<file path="src/rtl/packet_arbiter_if.sv">
// -----------------------------------------------------------------------------
// packet_arbiter_if
// Handshake bundle for the packet arbiter: N upstream val/rdy payload streams
// in, one tagged val/rdy message stream out.
//
// Signals:
//   valid       [p_ninputs]          input i holds a payload
//   message_in  [p_ninputs][c_pbits] payload per input, element i = input i
//   ready_out   [p_ninputs]          arbiter accepts from input i this cycle
//   valid_out                        output register holds a message
//   message_out [p_nbits]            {src_idx, payload}
//   ready                            downstream can take message_out
//
// Modports:
//   slave  - arbiter side (consumes input streams, produces the output stream)
//   master - environment side (drives input streams and downstream ready)
// -----------------------------------------------------------------------------
interface packet_arbiter_if #(
  parameter int p_nbits   = 8,
  parameter int p_ninputs = 8
);
  localparam int c_sel   = $clog2(p_ninputs);
  localparam int c_pbits = p_nbits - c_sel;

  logic [p_ninputs-1:0]              valid;
  logic [p_ninputs-1:0][c_pbits-1:0] message_in;
  logic [p_ninputs-1:0]              ready_out;
  logic                              valid_out;
  logic [p_nbits-1:0]                message_out;
  logic                              ready;

  modport slave (
    input  valid, message_in, ready,
    output ready_out, valid_out, message_out
  );

  modport master (
    output valid, message_in, ready,
    input  ready_out, valid_out, message_out
  );
endinterface

</file>
<file path="src/rtl/packet_arbiter.sv">
// -----------------------------------------------------------------------------
// packet_arbiter
// Many-to-one merge stage. Picks one of p_ninputs val/rdy input streams per
// cycle by round-robin, tags the payload with the winning index in the MSBs
// and holds it in a single output register until the downstream takes it.
//
// Ports:
//   clk        rising-edge clock
//   reset      synchronous, active-high reset
//   bus        packet_arbiter_if.slave handshake bundle
//   count_out  (only with PACKET_ARBITER_STATS_EN) saturating 16-bit count of
//              output transfers (valid_out & ready)
//
// Optional feature macro: PACKET_ARBITER_STATS_EN
//
// p_ninputs must be a power of two (>= 2) so the pointer wraps naturally, and
// p_nbits must leave at least one payload bit after the index.
// -----------------------------------------------------------------------------
module packet_arbiter #(
  parameter int p_nbits   = 8,
  parameter int p_ninputs = 8
) (
  input  logic                clk,
  input  logic                reset,
`ifdef PACKET_ARBITER_STATS_EN
  packet_arbiter_if.slave     bus,
  output logic [15:0]         count_out
`else
  packet_arbiter_if.slave     bus
`endif
);
  localparam int c_sel   = $clog2(p_ninputs);
  localparam int c_pbits = p_nbits - c_sel;

  typedef enum logic [0:0] {
    st_empty = 1'b0,
    st_full  = 1'b1
  } state_t;

  state_t               state_r;
  logic                 valid_out_r;
  logic [p_nbits-1:0]   message_r;
  logic [c_sel-1:0]     ptr_r;

  logic [c_sel-1:0]     grant_s;
  logic [c_sel-1:0]     idx_s;
  logic                 found_s;
  logic                 can_load_s;
  logic                 load_s;
  logic [p_ninputs-1:0] ready_out_s;

  // Round-robin search: first valid input starting at ptr, wrapping around.
  always_comb begin
    grant_s = ptr_r;
    found_s = 1'b0;
    idx_s   = ptr_r;
    for (int k = 0; k < p_ninputs; k++) begin
      // c_sel-bit addition wraps modulo p_ninputs because it is a power of two
      idx_s = ptr_r + c_sel'(k);
      if (!found_s && bus.valid[idx_s]) begin
        grant_s = idx_s;
        found_s = 1'b1;
      end else begin
        found_s = found_s;
      end
    end
  end

  // Handshake decode: the register can take a new message when empty or when
  // its current occupant leaves on this same edge.
  always_comb begin
    can_load_s  = (state_r == st_empty) || bus.ready;
    load_s      = found_s && can_load_s && !reset;
    ready_out_s = {p_ninputs{1'b0}};
    if (load_s) begin
      ready_out_s[grant_s] = 1'b1;
    end else begin
      ready_out_s = {p_ninputs{1'b0}};
    end
  end

  // Output buffer FSM with its registered outputs and the priority pointer.
  always_ff @(posedge clk) begin
    if (reset) begin
      state_r     <= st_empty;
      valid_out_r <= 1'b0;
      message_r   <= {p_nbits{1'b0}};
      ptr_r       <= {c_sel{1'b0}};
    end else begin
      case (state_r)
        st_empty: begin
          if (load_s) begin
            state_r     <= st_full;
            valid_out_r <= 1'b1;
            message_r   <= {grant_s, bus.message_in[grant_s]};
            ptr_r       <= grant_s + c_sel'(1'b1);
          end else begin
            state_r     <= st_empty;
            valid_out_r <= 1'b0;
          end
        end
        st_full: begin
          if (load_s) begin
            // drain and refill on the same edge keeps one message per cycle
            state_r     <= st_full;
            valid_out_r <= 1'b1;
            message_r   <= {grant_s, bus.message_in[grant_s]};
            ptr_r       <= grant_s + c_sel'(1'b1);
          end else if (bus.ready) begin
            state_r     <= st_empty;
            valid_out_r <= 1'b0;
          end else begin
            state_r     <= st_full;
            valid_out_r <= 1'b1;
          end
        end
        default: begin
          state_r     <= st_empty;
          valid_out_r <= 1'b0;
        end
      endcase
    end
  end

  assign bus.ready_out   = ready_out_s;
  assign bus.valid_out   = valid_out_r;
  assign bus.message_out = message_r;

`ifdef PACKET_ARBITER_STATS_EN
  logic [15:0] count_r;

  // Saturating count of messages handed downstream.
  always_ff @(posedge clk) begin
    if (reset) begin
      count_r <= 16'h0000;
    end else if (valid_out_r && bus.ready && (count_r != 16'hFFFF)) begin
      count_r <= count_r + 16'h0001;
    end else begin
      count_r <= count_r;
    end
  end

  assign count_out = count_r;
`endif
endmodule

</file>
<file path="src/flat_wrapper.sv">
// flat-port wrapper written by rule: the top's interface ports become plain ports
module packet_arbiter_flat 
#(
  parameter int p_nbits   = 8,
  parameter int p_ninputs = 8
)
  (clk, reset, bus_valid, bus_message_in, bus_ready, bus_ready_out, bus_valid_out, bus_message_out);
  packet_arbiter_if #(.p_nbits(p_nbits), .p_ninputs(p_ninputs)) bus_i ();
  input  logic clk;
  input  logic reset;
  input wire logic [$bits(bus_i.valid)-1:0] bus_valid;
  input wire logic [$bits(bus_i.message_in)-1:0] bus_message_in;
  input wire logic [$bits(bus_i.ready)-1:0] bus_ready;
  output wire logic [$bits(bus_i.ready_out)-1:0] bus_ready_out;
  output wire logic [$bits(bus_i.valid_out)-1:0] bus_valid_out;
  output wire logic [$bits(bus_i.message_out)-1:0] bus_message_out;
  assign bus_i.valid = bus_valid;
  assign bus_i.message_in = bus_message_in;
  assign bus_i.ready = bus_ready;
  assign bus_ready_out = bus_i.ready_out;
  assign bus_valid_out = bus_i.valid_out;
  assign bus_message_out = bus_i.message_out;
  packet_arbiter #(.p_nbits(p_nbits), .p_ninputs(p_ninputs)) u_core (.clk(clk), .reset(reset), .bus(bus_i));
endmodule
</file>
<file path="config.mk">
export PLATFORM = sky130hd
export DESIGN_NAME = packet_arbiter_flat
export DESIGN_NICKNAME = d
export VERILOG_FILES = /design/src/rtl/packet_arbiter_if.sv /design/src/rtl/packet_arbiter.sv /design/src/flat_wrapper.sv
export SDC_FILE = /design/constraint.sdc
export NUM_CORES = 1
export LEC_CHECK = 0
export CAP_MARGIN = 20
export CORE_MARGIN = 2
export CORE_UTILIZATION = 46
export CTS_BUF_LIST = sky130_fd_sc_hd__clkbuf_2
export DETAILED_ROUTE_END_ITERATION = 6
export PLACE_DENSITY_LB_ADDON = 0.2
export SLEW_MARGIN = 20
export SYNTH_ARGS = -nofsm -noshare
export SYNTH_HDL_FRONTEND = slang
export SYNTH_SLANG_ARGS = --single-unit
</file>
<file path="constraint.sdc">
create_clock -name clk -period 6.15 [get_ports clk]
set_input_delay 1.23 -clock clk [delete_from_list [all_inputs] [get_ports clk]]
set_output_delay 1.23 -clock clk [all_outputs]
set_load 0.02 [all_outputs]
</file>
# ---- After elaboration in Yosys (flattened, before gate mapping)
# Index checks and enable logic that the tools add are counted.
dict set report classes {
  n_addsub 8
  n_mul 0
  n_div 0
  n_lt_le_gt_ge 10
  n_eq_ne 0
  n_shift 0
  muxes 42
  bitwise_logic 1
  reduce_logical 19
}
# op count
set ops {}
lappend ops {{$lt 3x4->1 const B} 9}
lappend ops {{$bmux 1 s3} 8}
lappend ops {{$mux 3} 8}
lappend ops {{$mux 1} 20}
lappend ops {{$mux 8} 2}
lappend ops {{$bmux 5 s3} 1}
lappend ops {{$add 3x3->3 const B} 4}
lappend ops {{$logic_and 1x1->1} 10}
lappend ops {{$logic_not 1->1} 8}
lappend ops {{$add 3x1->3 const B} 2}
lappend ops {{$add 3x2->3 const B} 2}
lappend ops {{$mux 5} 1}
lappend ops {{$demux 1 s3} 1}
lappend ops {{$ge 3x1->1 const B} 1}
lappend ops {{$pmux 1 s2} 1}
lappend ops {{$logic_or 1x1->1} 1}
lappend ops {{$not 1->1} 1}
dict set report totals {
  register_bits 12
  latchBits 0
  mem_bits_rw 0
  mem_bits_ro 0
  out_inout_bits 17
  n_memories 0
}

# ---- Logic depth before layout (Yosys ltp)
# Gate-level depths: netlist of run 1.
dict set report depth {
  depth_word 29
  mapped_depth 15
  ltp_nobuf 11
}

# ---- Worst setup path after synthesis of run 1
# No wires, ideal clock.
dict set report synth_timing {
  kind {input port to output port}
  start {in bus_valid[5]}
  end {out bus_ready_out[0]}
  arrival_ns 3.835
  required_time_ns 4.920
  slack_ns 1.085
  path_stages 8
  n_path_buf 1
  cell_sequence {mux2_4 -> mux4_2 -> a32o_1 -> a221o_1 -> a2111oi_4 -> buf_6 -> nand2b_1 -> nor2_1}
}
dict set report synth_between {
  elab_chain_cells 29
  word_cells_on_any_way 53
}
# element line_no
set synth_rtl {}
lappend synth_rtl {{from (decl)} flat_wrapper.sv:11} ;# input wire logic [$bits(bus_i.valid)-1:0] bus_valid;
lappend synth_rtl {{$bmux 1 s3} packet_arbiter.sv:60} ;# if (!found_s && bus.valid[idx_s]) begin
lappend synth_rtl {{$mux 1 (not written as such)} packet_arbiter.sv:60}
lappend synth_rtl {{$mux 1} packet_arbiter.sv:60}
lappend synth_rtl {{$logic_not 1->1} packet_arbiter.sv:60}
lappend synth_rtl {{$logic_and 1x1->1} packet_arbiter.sv:60}
lappend synth_rtl {{$mux 1} packet_arbiter.sv:60}
lappend synth_rtl {{$logic_not 1->1} packet_arbiter.sv:60}
lappend synth_rtl {{$logic_and 1x1->1} packet_arbiter.sv:60}
lappend synth_rtl {{[... 13 more ...]} n/a}
lappend synth_rtl {{$logic_not 1->1} packet_arbiter.sv:60}
lappend synth_rtl {{$logic_and 1x1->1} packet_arbiter.sv:60}
lappend synth_rtl {{$mux 3} packet_arbiter.sv:60}
lappend synth_rtl {{$lt 3x4->1 (not written as such) / $ge 3x1->1 (equally long branches)} packet_arbiter.sv:76} ;# ready_out_s[grant_s] = 1'b1;
lappend synth_rtl {{$logic_and 1x1->1 (not written as such)} packet_arbiter.sv:76}
lappend synth_rtl {{$mux 1 (not written as such)} packet_arbiter.sv:76}
lappend synth_rtl {{$demux 1 s3} n/a}
lappend synth_rtl {{$mux 8 *} packet_arbiter.sv:75} ;# if (load_s) begin
lappend synth_rtl {{to (decl)} flat_wrapper.sv:14} ;# output wire logic [$bits(bus_i.ready_out)-1:0] bus_ready_out;
# Every way passes the cells marked *; elsewhere a longest branch is shown, timed or not. The select of a mux whose other input is x is not followed.

# ---- Worst setup path after layout of run 1
dict set report layout_timing {
  start {in bus_valid[4]}
  end {out bus_ready_out[0]}
}
# Same word-level chain as after synthesis.

==> results of run 1 <==
routing by layer:
| metal | global-route usage | routed length, um |
|---|---|---|
| met2 | 0.3648 | 2297 |
| met1 | 0.3125 | 1962 |
| met5 | 0 | 0 |
| met4 | 0.02344 | 43 |
| met3 | 0.04966 | 285 |
tightest hold or removal path, stage by stage (launching register included):
cell                      delay, ns
sky130_fd_sc_hd__dfxtp_1       0.33
sky130_fd_sc_hd__nand2_1       0.05
sky130_fd_sc_hd__nand2_1       0.04
sequential cells by signal, summed over array words and instances (netlist names):
name	flops
u_core.ptr_r	3
u_core.bus.message_out	8
u_core.state_r	1
stage by stage:
step	setup WS (ns)	hold slack, ns	power [W]	util
after floorplan	1.085	0.5188	0.0009745	-
after global placement	0.2758	0.4354	0.001241	0.6777
after detailed placement	0.2178	0.4393	0.001249	0.6777
after CTS	0.2013	0.4573	0.001294	0.6828
after global routing	0.06112	0.4707	0.001403	0.6849
final	0.1836	0.4552	0.001300	0.6849
cells in the mapped netlist, drive strengths merged, types with 2 or more instances:
library cell,n,area (um2)
a22oi,4,30.03
buf,6,55.05
mux4,17,405.4
o21ai,6,30.03
nor2b,5,31.28
inv,4,17.52
dfxtp,12,240.2
or2,2,12.52
clkbuf,4,15.01
nor2,24,97.59
nor3,4,20.02
o22ai,2,12.51
xor2,2,17.52
a22o,2,17.52
o311ai,2,35.04
o21bai,2,15.01
mux2,9,108.9
a21oi,2,10.01
o211ai,4,35.03
nand2,13,48.80
mux2i,10,100.1
or4b,2,20.02
xnor2,3,45.05
nand4,3,18.77
ha,2,25.02
a21boi,2,15.01
nand3,6,35.03
a21o,3,22.52
nand2b,5,31.28
a211oi,5,37.54
final timing paths:
check | startpoint | end | slack [ns] | depth (start not counted)
setup / recovery | bus_valid[4] | bus_ready_out[0] | 0.18 | 9
hold / removal | u_core.bus.message_out[7] | u_core.bus.message_out[7] | 0.46 | 2
setup reg to reg | u_core.ptr_r[0] | u_core.bus.message_out[3] | 1.83 | 12
hold reg to reg | u_core.bus.message_out[7] | u_core.bus.message_out[7] | 0.46 | 2
power breakdown:
part / internal (W) / total, W / switching, W
Combinational: 0.000570 / 0.00113 / 0.000565
Clock: 0.0000141 / 0.0000410 / 0.0000268
Sequential: 0.000103 / 0.000124 / 0.0000205
area by class of cell:
type / count / area (um2)
clock buffers: 3 / 15.01
clock inverters: 1 / 3.754
fillers: 285 / 1154
inverters: 4 / 17.52
multi-input cells: 155 / 1425
flip-flops and latches: 12 / 240.2
well taps: 48 / 60.06
repair buffers: 77 / 745.7
cell families after synthesis:
family                   Yosys count  synth area share
adder cells (fa/ha/maj)            2           0.01433
AND/OR/NAND/NOR                   69            0.2014
XOR/XNOR                           5           0.03585
buffers and inverters             14           0.05018
multiplexers                      36            0.3520
AO/OA/AOI/OAI                     43            0.2086
flip-flops                        12            0.1376
==> flow_summary.json, run 1 <==
{
  "outcome": "complete, no violations",
  "hold_violations": 0,
  "gp_congestion": 0.9395,
  "critPathCaptureType": "primary output",
  "layout.cells.most_common": "sky130_fd_sc_hd__clkdlybuf4s50_1",
  "cts_root_buffer": "sky130_fd_sc_hd__clkbuf_2",
  "clockBufferDepth": 2,
  "ys.warnings.count": 0,
  "postRouteAntennaNets": 0,
  "number_of_antenna_violations_at_the_first_check_in_global_routing": 0,
  "final_cell_area_um2": 2507,
  "post_synth.cell_area_avg_um2": 9.643,
  "critPathArrivalTime_ns": 4.74,
  "worst_ir_drop_vdd_uv": 284.6,
  "routed_wirelength_um": 4589,
  "buffer_ports.inserted": 67,
  "post_synth_instance_area_um2": 1745,
  "worst_slew_pin_slew_ns": 0.5400,
  "post_synthesis_cells": 181,
  "floorplan.initialDensity": 0.4768,
  "tritoncts": "built",
  "drt-initial-drc-count": 142,
  "die-width_um": 65.60,
  "highest_fanout_seen_on_the_critical_path": 8,
  "grt_setup_unrepaired": "no",
  "drive_above_1_share": 0.1706,
  "slew-limit-headroom": 0.6395,
  "post_synth_edffs": 0,
  "timing.critical_path.mode_cell": "sky130_fd_sc_hd__clkdlybuf4s50_1",
  "part_of_the_cycle_the_worst_path_needs": 0.9701,
  "cts-buffers-inserted": 3,
  "route.detailed.drc": 0,
  "gr-usage-all-layers": 0.2231,
  "cp-start-kind": "input port",
  "core_region_area_um2": 3661,
  "syn2layout_area_growth_pct": 43.66,
  "cts_setup_buffers": 0,
  "cp_num_buf_inv": 2,
  "finalClockSkew_ns": 0.005912,
  "grt_pass1_wl_um": 7500,
  "ctsResizeCount": 0,
  "routed_wire_length_per_instance_um": 15.30,
  "globalRoute.totalOverflow": 0,
  "synth-async-reset-ratio": 0,
  "die_area_um2": 4303,
  "totalNegativeSetupSlack_ns": 0,
  "routed-via-count": 1751,
  "num_io_pins": 68,
  "power.density_cell_area_nw_per_um2": 518.3,
  "synth-seq-area-share": 0.1376,
  "worstPathRequired_ns": 4.92,
  "first_global_vias": 1589,
  "die_height_um": 65.60,
  "final.min_clock_period_ns": 5.966,
  "critPathTopFamily": "compound AO/OA/AOI/OAI gates",
  "clkSinkCount": 12,
  "post_dp_cell_area_um2": 2481,
  "syn_nets": 234,
  "post-dp-hpwl_um": 3798,
  "maxCapViolations": 0,
  "setup.worst_path.class": "input port to primary output",
  "worst_skew_pair.late_latency_ns": 0.27,
  "post_synth_num_cell_types": 54,
  "antennaDiodeCount": 0,
  "cp_cell_sequence": "clkdlybuf4s50_1, mux2_4, mux4_2, a32o_1, a221o_1, a2111oi_4, nand2b_1, nor2_1, clkdlybuf4s50_1",
  "leakagePower_nw": 0.9307,
  "core.rowCount": 22,
  "instances_no_fill": 300,
  "h_tree_depth": 1,
  "nets": 306,
  "largest_net_degree_at_the_start_of_global_routing": 16,
  "report.final.slew_viol_count": 0,
  "report.final.setup_viol": 0,
  "drtPass1Iterations": 4,
  "clkTransAtPathRegs_ns": 0.12,
  "critPathSlowestCell": "sky130_fd_sc_hd__clkdlybuf4s50_1",
  "synth.ff_latch_count": 12,
  "routed_via_density": 5.837,
  "dp_cells": 296,
  "critPathMaxStageDelay_ns": 0.61,
  "most-common-layout-cells": "sky130_fd_sc_hd__clkdlybuf4s50_1 (67), sky130_fd_sc_hd__nor2_1 (23), sky130_fd_sc_hd__nand2_1 (13), sky130_fd_sc_hd__dfxtp_1 (12), sky130_fd_sc_hd__mux4_2 (11)",
  "synth_top_flop_cell": "sky130_fd_sc_hd__dfxtp_1",
  "timing.fmax_mhz": 167.6,
  "hold_path.class": "register to register",
  "ctsHoldBuffers": 0
}
Note: power is estimated with default switching activity, not from simulation.
==> run 2: changes to the inputs <==
--- a/config.mk
+++ b/config.mk
@@ -9,6 +9,7 @@
 export CORE_MARGIN = 2
 export CORE_UTILIZATION = 46
 export CTS_BUF_LIST = sky130_fd_sc_hd__clkbuf_2
+export CTS_CLUSTER_SIZE = 8
 export DETAILED_ROUTE_END_ITERATION = 6
 export PLACE_DENSITY_LB_ADDON = 0.2
 export SLEW_MARGIN = 20
==> results of run 2 <==
Final layout, timing and power as in run 1 (identical DEF).
